## config.mk

```make
export PLATFORM = sky130hd
export DESIGN_NAME = wb_arbiter_rr
export DESIGN_NICKNAME = d
export VERILOG_FILES = /design/src/rtl/wb_arbiter_rr.sv
export SDC_FILE = /design/constraint.sdc
export NUM_CORES = 1
export LEC_CHECK = 0
export BUFFER_PORTS_ARGS = -buffer_cell sky130_fd_sc_hd__buf_2
export CORE_AREA = 2 2 140 142
export CTS_BUF_LIST = sky130_fd_sc_hd__clkbuf_4 sky130_fd_sc_hd__clkbuf_8 sky130_fd_sc_hd__clkbuf_16
export CTS_CLUSTER_SIZE = 40
export DETAILED_ROUTE_END_ITERATION = 8
export DIE_AREA = 0 0 142 144
export PLACE_DENSITY_LB_ADDON = 0.15
export SYNTH_ARGS = -nofsm -noshare
export SYNTH_HDL_FRONTEND = slang
export SYNTH_SLANG_ARGS = --single-unit
export TNS_END_PERCENT = 10
```

## constraint.sdc

```tcl
create_clock -name clk -period 2.98 [get_ports clk]
set_input_delay 0.894 -clock clk [delete_from_list [all_inputs] [get_ports clk]]
set_output_delay 0.894 -clock clk [all_outputs]
set_load 0.1 [all_outputs]
```

## src/rtl/wb_arbiter_rr.sv

```systemverilog
// Round-robin Wishbone arbiter: shares one master port between WB_NUM_MASTERS
// requesters for whole bus cycles, with a watchdog that aborts unacknowledged
// cycles and returns an error to the granted master.
module wb_arbiter_rr #(
    parameter int WB_DATA_WIDTH       = 32,
    parameter int WB_ADDR_WIDTH       = 32,
    parameter int WB_NUM_MASTERS      = 3,
    parameter int WB_NUM_MASTERS_BITS = 2,
    parameter int TIMEOUT_CYCLES      = 255,
    parameter int TIMEOUT_BITS        = 8
) (
    input  logic                                    clk,
    input  logic                                    rst,
    input  logic [WB_DATA_WIDTH*WB_NUM_MASTERS-1:0] m_dat_i,
    input  logic [WB_ADDR_WIDTH*WB_NUM_MASTERS-1:0] m_adr_i,
    input  logic [4*WB_NUM_MASTERS-1:0]             m_sel_i,
    input  logic [WB_NUM_MASTERS-1:0]               m_we_i,
    input  logic [WB_NUM_MASTERS-1:0]               m_cyc_i,
    input  logic [WB_NUM_MASTERS-1:0]               m_stb_i,
    output logic [WB_DATA_WIDTH-1:0]                m_dat_o,
    output logic [WB_NUM_MASTERS-1:0]               m_ack_o,
    output logic [WB_NUM_MASTERS-1:0]               m_err_o,
    output logic [WB_DATA_WIDTH-1:0]                s_dat_o,
    output logic [WB_ADDR_WIDTH-1:0]                s_adr_o,
    output logic [3:0]                              s_sel_o,
    output logic                                    s_we_o,
    output logic                                    s_cyc_o,
    output logic                                    s_stb_o,
    input  logic [WB_DATA_WIDTH-1:0]                s_dat_i,
    input  logic                                    s_ack_i,
    output logic [WB_NUM_MASTERS-1:0]               grant_o,
    output logic                                    timeout_o
);

    localparam int NB = WB_NUM_MASTERS_BITS;

    localparam logic [1:0] ST_IDLE  = 2'd0;
    localparam logic [1:0] ST_GRANT = 2'd1;
    localparam logic [1:0] ST_ABORT = 2'd2;

    // Watchdog count at which the current stb cycle is the last one allowed.
    localparam logic [TIMEOUT_BITS-1:0] WD_LAST =
        TIMEOUT_BITS'((TIMEOUT_CYCLES == 0) ? 0 : TIMEOUT_CYCLES - 1);

    logic [1:0]                state_q, state_d;
    logic [NB-1:0]             g_q, g_d;
    logic [NB-1:0]             last_q, last_d;
    logic [WB_NUM_MASTERS-1:0] grant_q, grant_d;
    logic [TIMEOUT_BITS-1:0]   wd_q, wd_d;
    logic                      timeout_q, timeout_d;

    logic [NB-1:0] rr_idx;
    logic          rr_found;
    logic [NB-1:0] mux_idx;
    logic          in_grant;
    logic          cyc_g;
    logic          stb_g;
    logic          wd_fire;

    // Round-robin search: first requester strictly after last, with wrap-around.
    always_comb begin
        // NOTE: every variable written here gets a default first so no latch is inferred.
        rr_found = 1'b0;
        rr_idx   = '0;
        for (int i = 1; i <= WB_NUM_MASTERS; i++) begin
            if (!rr_found && m_cyc_i[(int'(last_q) + i) % WB_NUM_MASTERS]) begin
                rr_found = 1'b1;
                rr_idx   = NB'((int'(last_q) + i) % WB_NUM_MASTERS);
            end
        end
    end

    // Datapath: master 0 is forwarded while idle; the granted master otherwise.
    assign mux_idx  = (state_q == ST_IDLE) ? '0 : g_q;
    assign in_grant = (state_q == ST_GRANT);
    assign cyc_g    = m_cyc_i[g_q];
    assign stb_g    = cyc_g & m_stb_i[g_q];

    assign s_cyc_o  = in_grant & cyc_g;
    assign s_stb_o  = in_grant & stb_g;
    assign s_we_o   = in_grant & cyc_g & m_we_i[g_q];
    assign s_adr_o  = m_adr_i[int'(mux_idx)*WB_ADDR_WIDTH +: WB_ADDR_WIDTH];
    assign s_dat_o  = m_dat_i[int'(mux_idx)*WB_DATA_WIDTH +: WB_DATA_WIDTH];
    assign s_sel_o  = m_sel_i[int'(mux_idx)*4 +: 4];
    assign m_dat_o  = s_dat_i;

    // The watchdog fires on the last allowed stb cycle; a same-cycle ack wins.
    assign wd_fire  = (TIMEOUT_CYCLES != 0) && s_stb_o && !s_ack_i && (wd_q == WD_LAST);

    assign grant_o   = grant_q;
    assign timeout_o = timeout_q;

    // Route ack or watchdog error back to the granted master only.
    always_comb begin
        m_ack_o = '0;
        m_err_o = '0;
        if (in_grant) begin
            m_ack_o[g_q] = s_ack_i & ~wd_fire;
            m_err_o[g_q] = wd_fire;
        end
    end

    // Next-state logic for the grant FSM, pointer and watchdog.
    always_comb begin
        state_d   = state_q;
        g_d       = g_q;
        last_d    = last_q;
        grant_d   = grant_q;
        wd_d      = '0;
        timeout_d = 1'b0;
        case (state_q)
            ST_IDLE: begin
                if (rr_found) begin
                    state_d         = ST_GRANT;
                    g_d             = rr_idx;
                    last_d          = rr_idx;
                    grant_d         = '0;
                    grant_d[rr_idx] = 1'b1;
                end
            end
            ST_GRANT: begin
                if (!cyc_g) begin
                    state_d = ST_IDLE;
                    grant_d = '0;
                end else if (wd_fire) begin
                    state_d   = ST_ABORT;
                    timeout_d = 1'b1;
                end else if (s_stb_o && !s_ack_i) begin
                    wd_d = wd_q + 1'b1;
                end
            end
            ST_ABORT: begin
                if (!cyc_g) begin
                    state_d = ST_IDLE;
                    grant_d = '0;
                end
            end
            default: begin
                state_d = ST_IDLE;
                grant_d = '0;
            end
        endcase
    end

    // State registers with synchronous reset; master 0 wins the first arbitration.
    always_ff @(posedge clk) begin
        // NOTE: sequential state uses non-blocking assignments so all registers update together.
        if (rst) begin
            state_q   <= ST_IDLE;
            g_q       <= '0;
            last_q    <= NB'(WB_NUM_MASTERS - 1);
            grant_q   <= '0;
            wd_q      <= '0;
            timeout_q <= 1'b0;
        end else begin
            state_q   <= state_d;
            g_q       <= g_d;
            last_q    <= last_d;
            grant_q   <= grant_d;
            wd_q      <= wd_d;
            timeout_q <= timeout_d;
        end
    end

endmodule

```

==> run metrics <==
number of nets with antenna violations after routing 0; CP Max Fanout 4; fin util 31.9%; DP Area 5890 µm²; vias in the first global route 4227; register bit total from synthesis 17; post-synthesis adder-cell area fraction 3.95%; Initial Utilization 14.9%; total power 0.00744 W; Slew HR 65.1%; Syn Inst Count 410; share of cells above drive strength 1 62.9%; # setup viols final 4; Vias/cell 4.91; post-synthesis mux area share 2.50%; Vias 4397; clock buffer depth 2; final instance area 6080 µm²; crit path launch type primary input; initial drt markers 193; io pins 361; Syn Area/Cell 6.95 µm²; CTS buffer count 3; worst hold stages 1; main combinational cell family by area after synthesis compound AO/OA/AOI/OAI gates; postcts setup bufs 0; most common cell after layout, fill and taps aside buf_2; Chip Width 142 µm; sum of negative setup slack -427 ps; port bufs 296; Synth warnings 0; peak supply drop 0.430 mV; failing checks negative setup slack; chip height 144 µm; syn nets 667; outcome complete, but fails checks; CTS tree yes; clk slew on worst S/H paths 50 ps; Fmax achieved 317 MHz; row count 51; layout net count 913; Post-Synth XOR/XNOR Area 1.84%; GRT Util Overall 14.2%; Worst EP arrival 2260 ps; global route overflow 0; global-route wire length before repair 23700 µm; crit path cell chain buf_8 > mux2i_4 > o22ai_2 > nand2_2 > or4_4 > nor3_4 > buf_12; Detail Placement HPWL 12700 µm; worst stage delay on the critical path 590 ps; CP bufs+invs 2; maxcap violations 0; Synth cell types 40; Post-CTS Hold Fix Bufs 0; core area 19100 µm²; final std cells w/o fill 895; DRT Wirelength 16800 µm; CP Data Required Time 2090 ps; initial antenna violation count 2; area delta synth->final 113%; most frequent cells in the layout 219 x buf_2, 128 x a22oi_1, 79 x buf_12; mean routed wirelength per cell 18.7 µm; H-tree levels 1; final hold vios 0; die area 20400 µm²; post-synth top area share 35.8%; setup slack after layout -171 ps; Tcrit/Tclk final 106%; GPL Wtd Cong 0.744; Root Buffer clkbuf_16; cell taking the most area after synthesis a22oi_1; synth top area cells a22oi_1 36%, o21ai_0 13%, dfxtp_1 12%; pin count of the biggest net entering global routing 72; Final Skew 1.63 ps; slew at the pin with the worst max-slew slack 519 ps; worst min-delay path class reg2reg; area of the mapped netlist 2850 µm²; RSZ-0062 raised after global routing yes; Final Max Tran Viols 0; static leakage 2.66 nW; clock latency on the worst-skew pair 250 ps; slowest cell on the critical path or4_4; Setup CP Type in2out; reg2reg path depth 10; compound-cell area share of the yosys netlist 53.8%; sequential share of the synthesized area 11.9%; DR DRC count 0; CP endpoint kind output port; CTS sink cnt 17; simple-gate portion of the synthesized area 10.4%; post-route minimum period 3150 ps; Top delay family on crit path simple AND/OR/NAND/NOR gates; total stage count of the critical path 7; cell total after placement 888; drt pass-1 iters 4; power density cells 1220 nW/µm²
area by class of cell:
class,count,area [µm²]
inverters,9,33.8
repair buffers,314,2850
multi-input cells,311,2470
well taps,238,298
clock buffers,3,75.1
clock inverters,1,5.00
fillers,2029,13000
flip-flops and latches,17,345
diodes,2,5.00
per-layer routing:
| metal | track usage (%) | vias to the layer above | routed length [µm] |
|---|---|---|---|
| li1 | - | 2069 | - |
| met5 | 0 | - | 0 |
| met4 | 2.42 | 0 | 197 |
| met3 | 2.48 | 14 | 1190 |
| met1 | 17.0 | 2111 | 6530 |
| met2 | 27.0 | 203 | 8870 |
power by group:
part	switching (W)	leakage (nW)	internal (W)
registers	0.0000440	0.139	0.000264
clock network	0.0000907	0.0409	0.000180
logic	0.00456	2.48	0.00230
total	0.00469	2.66	0.00275
synthesized netlist by cell type:
library cell    n
inv_1           8
a22oi_1       136
xnor2_1         3
o21a_1          1
o21ai_0        72
nand2b_4        1
buf_1           1
o22ai_1         1
a21boi_1        1
mux2_2          1
o22ai_2         1
nand3b_1        2
nand2b_1        5
a32oi_1         2
nand2_1        10
a221oi_2        1
buf_4          32
o31a_1          1
and3_1          3
xor2_1          3
o21bai_1        1
nand4_1         1
buf_6           2
ha_1            9
o32ai_1         1
nand2_2         1
o31ai_1         1
nor2_1         28
a22o_1          1
clkbuf_1       38
inv_2           1
nor2b_1         2
nor3_1          4
a21oi_1         5
or4_4           1
o221a_2         1
dfxtp_1        17
mux2i_1         6
a211oi_1        1
nand3_1         4
stage by stage:
step	hold WS, ps	setup WS (ps)
finish	461	-171
global route	495	-226
CTS	466	-196
detailed placement	453	-243
global placement	443	-222
floorplan	430	-586
what timing repair did:
| action | CTS | global route |
|---|---|---|
| endpoints found under the hold margin | 0 | 0 |
| pin swaps | 1 | 2 |
| setup endpoints to repair | 4 | 71 |
| gates cloned | 0 | 1 |
| resized for setup | 4 | 11 |
flip-flops by register name, summed over array words and instances, names as in the netlist:
name,count
wd_q,8
last_q,1
state_q,2
timeout_o,1
grant_o,3
g_q,2
cell families (layout without fill, tap and decap cells):
group | Yosys count | in the layout
AND/OR/NAND/NOR | 62 | 62
adder cells (fa/ha/maj) | 9 | 9
multiplexers | 7 | 7
other | 0 | 2
flip-flops | 17 | 17
AO/OA/AOI/OAI | 227 | 227
buffers and inverters | 82 | 327
XOR/XNOR | 6 | 6
path summary, 6_finish.rpt:
path         startpoint    endpoint  slack (ps)
max reg2reg      g_q[0]  grant_o[2]         400
min reg2reg     wd_q[0]     wd_q[0]         460
min             wd_q[0]     wd_q[0]         460
max          m_cyc_i[1]  m_err_o[0]        -170
Note: power is estimated with default switching activity, not from simulation.
